===== config.mk =====
export PLATFORM = sky130hd
export DESIGN_NAME = fetch_unit_flat
export DESIGN_NICKNAME = d
export VERILOG_FILES = /design/src/rtl/fetch_pkg.sv /design/src/rtl/fetch_if.sv /design/src/rtl/fetch_timeout.sv /design/src/rtl/fetch_unit.sv /design/src/flat_wrapper.sv
export SDC_FILE = /design/constraint.sdc
export NUM_CORES = 1
export LEC_CHECK = 0
export CORE_AREA = 2 2 107 109
export CTS_CLUSTER_DIAMETER = 40
export DETAILED_ROUTE_END_ITERATION = 10
export DIE_AREA = 0 0 109 111
export MAX_ROUTING_LAYER = met4
export PLACE_DENSITY = 0.87
export SYNTH_ARGS = -nofsm -noshare
export SYNTH_HDL_FRONTEND = slang
export SYNTH_SLANG_ARGS = --single-unit
export TNS_END_PERCENT = 100

===== constraint.sdc =====
create_clock -name clk -period 2.15 [get_ports clk]
set_input_delay 0.43 -clock clk [delete_from_list [all_inputs] [get_ports clk]]
set_output_delay 0.43 -clock clk [all_outputs]
set_load 0.005 [all_outputs]

===== src/rtl/fetch_pkg.sv =====
// Shared definitions for the instruction fetch unit: state encoding and
// default timing/stride parameters.
package fetch_pkg;

  localparam int TIMEOUT_CYCLES_DEF = 16;
  localparam int PC_STEP_DEF        = 4;

  typedef enum logic [2:0] {
    S_IDLE,
    S_REQ,
    S_VALID,
    S_FLUSH,
    S_ERR
  } fetch_state_t;

  // States in which a memory request is outstanding.
  function automatic logic is_waiting(fetch_state_t s);
    return (s == S_REQ) || (s == S_FLUSH);
  endfunction

endpackage


===== src/rtl/fetch_if.sv =====
// Fetch unit bus bundle: PC register port, instruction memory port,
// decode handshake, redirect request and error flag.
interface fetch_if;

  logic [31:0] pc_in;
  logic [31:0] pc_next;
  logic        pc_write;
  logic        imem_req;
  logic [31:0] imem_addr;
  logic        imem_ack;
  logic [31:0] imem_rdata;
  logic [31:0] instr;
  logic        instr_valid;
  logic        instr_ready;
  logic        redirect;
  logic [31:0] redirect_target;
  logic        imem_err;

  modport master (
    input  pc_in, imem_ack, imem_rdata, instr_ready, redirect, redirect_target,
    output pc_next, pc_write, imem_req, imem_addr, instr, instr_valid, imem_err
  );

  modport slave (
    output pc_in, imem_ack, imem_rdata, instr_ready, redirect, redirect_target,
    input  pc_next, pc_write, imem_req, imem_addr, instr, instr_valid, imem_err
  );

endinterface


===== src/rtl/fetch_timeout.sv =====
// Wait counter for an outstanding memory request; expired flags the last
// permitted ack-less cycle.
module fetch_timeout
  import fetch_pkg::*;
#(
  parameter int LIMIT = TIMEOUT_CYCLES_DEF
) (
  input  logic clk,
  input  logic res,
  input  logic clear,
  input  logic enable,
  output logic expired
);

  localparam int W = $clog2(LIMIT + 1);

  logic [W-1:0] count_reg;

  always_ff @(posedge clk) begin
    if (res || clear) begin
      count_reg <= '0;
    end else if (enable && (count_reg != W'(LIMIT - 1))) begin
      count_reg <= count_reg + 1'b1;
    end
  end

  assign expired = enable && (count_reg == W'(LIMIT - 1));

endmodule


===== src/rtl/fetch_unit.sv =====
// Instruction fetch unit: issues imem requests at the PC, hands words to
// decode over valid/ready, and advances or redirects the PC register.
module fetch_unit
  import fetch_pkg::*;
#(
  parameter int TIMEOUT_CYCLES = TIMEOUT_CYCLES_DEF,
  parameter int PC_STEP        = PC_STEP_DEF
) (
  input  logic     clk,
  input  logic     res,
  fetch_if.master  bus
);

  fetch_state_t state_reg, state_next;
  logic [31:0]  instr_reg;
  logic [31:0]  addr_q_reg;
  logic         err_reg;

  logic         capture;
  logic         err_set;
  logic         waiting;
  logic         expired;
  logic         wait_clear;
  logic         wait_enable;
  logic         req_c;
  logic         write_c;
  logic [31:0]  addr_c;
  logic [31:0]  pc_next_c;

  assign waiting     = is_waiting(state_reg);
  assign wait_enable = waiting && !bus.imem_ack;
  // Any ack or state change starts a fresh request, so the count restarts.
  assign wait_clear  = !waiting || bus.imem_ack || (state_next != state_reg);

  fetch_timeout #(.LIMIT(TIMEOUT_CYCLES)) u_timeout (
    .clk     (clk),
    .res     (res),
    .clear   (wait_clear),
    .enable  (wait_enable),
    .expired (expired)
  );

  always_ff @(posedge clk) begin
    if (res) begin
      state_reg  <= S_IDLE;
      instr_reg  <= '0;
      addr_q_reg <= '0;
      err_reg    <= 1'b0;
    end else begin
      state_reg <= state_next;
      if (capture)              instr_reg  <= bus.imem_rdata;
      if (state_reg == S_REQ)   addr_q_reg <= bus.pc_in;
      if (err_set)              err_reg    <= 1'b1;
    end
  end

  always_comb begin
    state_next = state_reg;
    capture    = 1'b0;
    err_set    = 1'b0;
    req_c      = 1'b0;
    addr_c     = '0;
    write_c    = 1'b0;
    pc_next_c  = '0;

    case (state_reg)
      S_IDLE: state_next = S_REQ;

      S_REQ: begin
        req_c  = 1'b1;
        addr_c = bus.pc_in;
        if (bus.redirect) begin
          write_c   = 1'b1;
          pc_next_c = bus.redirect_target;
        end
        if (bus.imem_ack) begin
          // A same-cycle redirect makes the returned word stale; refetch.
          if (!bus.redirect) begin
            capture    = 1'b1;
            state_next = S_VALID;
          end
        end else if (expired) begin
          err_set    = 1'b1;
          state_next = S_ERR;
        end else if (bus.redirect) begin
          state_next = S_FLUSH;
        end
      end

      S_FLUSH: begin
        // Keep the abandoned request on the bus until memory answers it.
        req_c  = 1'b1;
        addr_c = addr_q_reg;
        if (bus.redirect) begin
          write_c   = 1'b1;
          pc_next_c = bus.redirect_target;
        end
        if (bus.imem_ack) begin
          state_next = S_REQ;
        end else if (expired) begin
          err_set    = 1'b1;
          state_next = S_ERR;
        end
      end

      S_VALID: begin
        if (bus.redirect) begin
          write_c    = 1'b1;
          pc_next_c  = bus.redirect_target;
          state_next = S_REQ;
        end else if (bus.instr_ready) begin
          write_c    = 1'b1;
          pc_next_c  = bus.pc_in + 32'(PC_STEP);
          state_next = S_REQ;
        end
      end

      S_ERR: state_next = S_ERR;

      default: state_next = S_IDLE;
    endcase
  end

  assign bus.imem_req    = req_c;
  assign bus.imem_addr   = addr_c;
  assign bus.pc_write    = write_c;
  assign bus.pc_next     = pc_next_c;
  assign bus.instr       = instr_reg;
  assign bus.instr_valid = (state_reg == S_VALID);
  assign bus.imem_err    = err_reg;

endmodule


===== src/flat_wrapper.sv =====
// flat-port wrapper written by rule: the top's interface ports become plain ports
module fetch_unit_flat import fetch_pkg::*;
#(
  parameter int TIMEOUT_CYCLES = TIMEOUT_CYCLES_DEF,
  parameter int PC_STEP        = PC_STEP_DEF
)
  (clk, res, bus_pc_in, bus_imem_ack, bus_imem_rdata, bus_instr_ready, bus_redirect, bus_redirect_target, bus_pc_next, bus_pc_write, bus_imem_req, bus_imem_addr, bus_instr, bus_instr_valid, bus_imem_err);
  fetch_if bus_i ();
  input  logic clk;
  input  logic res;
  input wire logic [$bits(bus_i.pc_in)-1:0] bus_pc_in;
  input wire logic [$bits(bus_i.imem_ack)-1:0] bus_imem_ack;
  input wire logic [$bits(bus_i.imem_rdata)-1:0] bus_imem_rdata;
  input wire logic [$bits(bus_i.instr_ready)-1:0] bus_instr_ready;
  input wire logic [$bits(bus_i.redirect)-1:0] bus_redirect;
  input wire logic [$bits(bus_i.redirect_target)-1:0] bus_redirect_target;
  output wire logic [$bits(bus_i.pc_next)-1:0] bus_pc_next;
  output wire logic [$bits(bus_i.pc_write)-1:0] bus_pc_write;
  output wire logic [$bits(bus_i.imem_req)-1:0] bus_imem_req;
  output wire logic [$bits(bus_i.imem_addr)-1:0] bus_imem_addr;
  output wire logic [$bits(bus_i.instr)-1:0] bus_instr;
  output wire logic [$bits(bus_i.instr_valid)-1:0] bus_instr_valid;
  output wire logic [$bits(bus_i.imem_err)-1:0] bus_imem_err;
  assign bus_i.pc_in = bus_pc_in;
  assign bus_i.imem_ack = bus_imem_ack;
  assign bus_i.imem_rdata = bus_imem_rdata;
  assign bus_i.instr_ready = bus_instr_ready;
  assign bus_i.redirect = bus_redirect;
  assign bus_i.redirect_target = bus_redirect_target;
  assign bus_pc_next = bus_i.pc_next;
  assign bus_pc_write = bus_i.pc_write;
  assign bus_imem_req = bus_i.imem_req;
  assign bus_imem_addr = bus_i.imem_addr;
  assign bus_instr = bus_i.instr;
  assign bus_instr_valid = bus_i.instr_valid;
  assign bus_imem_err = bus_i.imem_err;
  fetch_unit #(.TIMEOUT_CYCLES(TIMEOUT_CYCLES), .PC_STEP(PC_STEP)) u_core (.clk(clk), .res(res), .bus(bus_i));
endmodule

Word level (Yosys, flattened, before mapping)
Cells that the tools add are included.

Eq/ne operators: 7. Reductions and logical operators: 11. Mux-type cells: 25. $add $sub $neg: 2.

Operator list (count): $pmux 32 s2 (2); $mux 32 (3); $add 32x3->32 const B (1); $mux 3 (8); $pmux 3 s5 (1); $mux 1 (10); $eq 3x2->1 const B (2); $add 5x1->5 const B (1); $eq 5x4->1 const B (1); $ne 5x4->1 const B (1); $logic_or 1x1->1 (4); $eq 3x1->1 const B (1); $eq 3x3->1 const B (1); $logic_and 1x1->1 (3); $logic_not 3->1 (1); $ne 3x3->1 (1); $logic_not 1->1 (2); $pmux 1 s2 (1); $reduce_or 2->1 (1).

Input port bits: 101. Word-level logic and storage cells: 50. Register bits after elaboration: 73. Output and inout bits: 100.

Longest topological paths before layout
Depth in word-level cells: 10. Mapped depth: 8.

Hierarchy
From an unflattened synthesis, not the netlist that was laid out.

Cell total of the unflattened synthesis: 572. Area, all modules: 4090.2 sq um.

Modules (own cells, without submodules): fetch_unit (seq. area each 1361.3 sq um, area each 3841.2 sq um, cells an instance 545, instances 1); fetch_timeout (seq. area each 100.1 sq um, area each 249.0 sq um, cells an instance 27, instances 1).

Worst setup path after synthesis
No wires, ideal clock.

Path kind: in2out. Start: input port bus_redirect. End: output port bus_pc_next[29]. Required time: 1.720 ns. Stages: 5. Slack: 0.115 ns. Arrival: 1.605 ns. Buffers on the path: 2. Path through: clkbuf_1 > nor3b_1 > buf_2 > nand2_1 > o21ai_1.

Longest elaborated chain between the ends: 2. Elaborated cells on any way between the ends: 3.

Ends and longest elaborated chain: start, declared (RTL line flat_wrapper.sv:15) `input wire logic [$bits(bus_i.redirect)-1:0] bus_redirect;`; $mux 32 (on tied branches) (RTL line fetch_unit.sv:107, fetch_unit.sv:72, fetch_unit.sv:94); $pmux 32 s2 (*) (RTL line fetch_unit.sv:66) `case (state_reg)`; end, declared (RTL line flat_wrapper.sv:17) `output wire logic [$bits(bus_i.pc_next)-1:0] bus_pc_next;`.

Every way passes the cells marked *; elsewhere a longest branch is shown, timed or not.

Final worst setup path
Start: register u_core.state_reg[1]. End: output port bus_pc_next[26].

Longest elaborated chain between the ends: 3. Elaborated cells on any way between the ends: 5.

Ends and longest elaborated chain: start, declared (RTL line fetch_unit.sv:14) `fetch_state_t state_reg, state_next;`; start signal, assigned (RTL line fetch_unit.sv:50) `state_reg <= state_next;`; $eq 3x2->1 or $eq 3x1->1 (tied branches) (RTL line fetch_unit.sv:66); $reduce_or 2->1 (no source line); $pmux 32 s2 (*) (RTL line fetch_unit.sv:66).

Marks and branches as above.

==> impl_metrics.csv <==
group,metric,value,unit
clocking,cts_num_sinks,73,
timing,slew_violations,0,
logic_synthesis,synth_xor_area_frac,0.06426,
logic_synthesis,synth_cell_types,42,
timing,setup_violations,35,
logic_synthesis,postSynthAreaPerCell,7.315,um2
routing,drc,0,
timing,fin_crit,2.365,ns
worst_setup_path,crit_arrival,1.94,ns
placed_design,dpl.cell_count,927,
pwr,total_power,4.139,mW
logic_synthesis,synth_top_area_frac,0.3574,
worst_setup_path,path_cells,"buf_6 -> buf_12 -> nor2_4 -> nor3b_4 -> buf_12 -> buf_12 -> buf_12 -> nand2_2 -> o21ai_1 -> buf_2",
floorplan,core.rowCount,39,
routing,post_drt_wl_per_cell,19.28,um
logic_synthesis,synth-compound-area-share,0.1294,
global_routing,grtUsageMet3,0.08936,
clocking,cts_tree,"built",
worst_setup_path,worstPathRequired,1.72,ns
global_routing,grt_use_met1,0.3087,
logic_synthesis,synth_nets,663,
placed_design,dpl-instance-area,6630,um2
logic_synthesis,synth_area_leaders,"dfxtp_1 36%, nand2_1 16%, a21oi_1 8.3%",
clocking,clock_latency,0.33,ns
logic_synthesis,synth_top_cells_by_count,"169 x nand2_1, 73 x dfxtp_1, 68 x a21oi_1",
timing,tns,-2.978,ns
routing,ant_nets,0,
floorplan,start_util,0.3691,
worst_setup_path,reg2reg_slack,0.24,ns
floorplan,ios,201,
logic_synthesis,synth_top_cell_by_area,"dfxtp_1",
logic_synthesis,synth_top_family_by_area,"simple AND/OR/NAND/NOR gates",
global_routing,grt_first_pass_wirelength,26520,um
clocking,htreeDepth,3,
logic_synthesis,yosys_register_bits,73,
worst_setup_path,max_stage_delay,0.35,ns
routing,drt_iter0_markers,498,
timing,rsz0062_at_grt,"true",
finish,final_util,0.7245,
worst_setup_path,cp_slowest_cell,"dfxtp_2",
placed_design,io_buffer_count,200,
logic_synthesis,yosysMostFrequentCell,"nand2_1",
timing,skew,0.007597,ns
global_routing,overflow,0,
worst_setup_path,critPathCaptureType,"output port",
worst_setup_path,cp-start-kind,"register",
floorplan,dieHeight,111,um
clocking,clk_pin_slew_worst_paths,0.06,ns
worst_setup_path,cpMostUsedCell,"buf_12",
clocking,cts_buffers,9,
logic_synthesis,ys_async_sr_fraction,0,
flow_run,maxCapViolations,0,
routing,vias,5438,
routing,dr.pass1.iters,5,
placed_design,gp_congestion,0.9001,
routing,routed_wl,19460,um
logic_synthesis,netlist_area,4089,um2
placed_design,dp_hpwl,9867,um
logic_synthesis,synth_fa_ha_area_frac,0.009180,
clocking,cts.path.max_buffers,2,
pwr,leakage,3.415,nW
floorplan,die_w,109,um
timing,relSlewSlack,0.7566,
finish,final_layout_size_suffix_gt1_frac,0.3461,
min_path,holdCritPathClass,"reg -> reg",
floorplan,core_area,11080,um2
worst_setup_path,crit_family,"buffers and inverters",
worst_setup_path,cp_max_fo,6,
finish,area_growth_syn_to_layout,96.27,%
logic_synthesis,synth_edf_count,0,
pwr,p_per_area,515.8,nW/um2
global_routing,track_usage,0.2886,
finish,final_cells,1009,
outcome,violations,"negative setup slack",
clocking,cts-root-buf,"clkbuf_16",
routing,via_per_inst,5.389,
global_routing,gr-max-usage-layer,"met2",
logic_synthesis,synthFlopType,"dfxtp_1",
global_routing,grt_max_degree,36,
global_routing,grt_pass1_vias,5281,
pwr,irDropWorstVdd,0.4063,mV
finish,nNetsFinal,963,
timing,timing.fmax,422.8,MHz
timing,worst_pin_slew,0.3623,ns
logic_synthesis,yosysWarnings,0,
logic_synthesis,muxShareOfSynthArea,0.07834,
worst_setup_path,critical_path_class,"reg -> out",
logic_synthesis,yosys.area_share.simple,0.3042,
global_routing,grt_antenna_before_repair,1,
outcome,status,"finished, violations left",
timing,fin_crit_sh,1.100,
finish,finalInstanceArea,8025,um2
global_routing,grt_util_met2,0.4609,
logic_synthesis,synthCells,559,
timing,final_hold_viol_count,0,
floorplan,dieArea,12100,um2
logic_synthesis,yosysSeqAreaShare,0.3574,
worst_setup_path,path_buf_inv,6,
timing,setup_ws,-0.2150,ns
## through the flow
step	hold slack, ns	setup WS, ns
after global placement	0.4340	-0.8967
after detailed placement	0.4460	-0.9486
after CTS	0.4462	-0.1792
after global routing	0.4620	-0.2789
final	0.4507	-0.2150
after floorplan	0.4177	0.1154
## final timing paths
path / start / endpoint / cells past startpoint
max: u_core.state_reg[1] / bus_pc_next[26] / 10
min: u_core.u_timeout.count_reg[0] / u_core.u_timeout.count_reg[0] / 1
max reg2reg: u_core.state_reg[2] / u_core.addr_q_reg[10] / 7
min reg2reg: u_core.u_timeout.count_reg[0] / u_core.u_timeout.count_reg[0] / 1
## where the power goes
group	leakage, nW	internal, mW	switching (mW)
logic	2.66	0.584	0.515
clock network	0.155	1.01	0.571
registers	0.596	1.42	0.0376
total	3.42	3.02	1.12
## cells by family after synthesis
| logic type | count (synthesis) |
|---|---|
| muxes | 32 |
| AOI/OAI and AO/OA | 101 |
| and+or+nand+nor | 275 |
| adders and majority gates | 3 |
| xor gates and xnor gates | 30 |
| DFF | 73 |
| buffers and inverters | 45 |
## cells in the final DEF, fill, tap and decap left out, types with 14 or more instances in the layout
| cell type | count |
|---|---|
| nand2_1 | 146 |
| buf_6 | 37 |
| o21ai_2 | 15 |
| buf_4 | 77 |
| xnor2_1 | 17 |
| nor2_1 | 43 |
| dlygate4sd2_1 | 26 |
| clkdlybuf4s50_1 | 103 |
| nand2_2 | 19 |
| mux2i_1 | 25 |
| a21oi_1 | 68 |
| buf_12 | 14 |
| buf_2 | 39 |
| dfxtp_1 | 71 |
## area by class of cell
| class | instances | area [um2] |
|---|---|---|
| clock buffers | 9 | 225.2 |
| well taps | 143 | 178.9 |
| flip-flops and latches | 73 | 1464 |
| clock inverters | 7 | 95.09 |
| fillers | 726 | 3052 |
| inverters | 6 | 22.52 |
| diodes | 2 | 5.005 |
| repair buffers | 327 | 3146 |
| multi-input cells | 442 | 2889 |
## metal layers
layer / up-vias / wire length [um]
li1: 2470 / -
met1: 2479 / 7009
met2: 381 / 9267
met3: 108 / 2088
met4: 0 / 1092
met5: - / 0
## what timing repair did
item / 4_1_cts / 5_1_grt
hold endpoints to repair: 0 / 0
resized for setup: 346 / 111
setup buffers: 40 / 16
hold buffers: 0 / 0
pin swaps: 45 / 35
endpoints found under the setup margin: 66 / 41
cloned: 6 / 4
(Power assumes the default switching activity.)
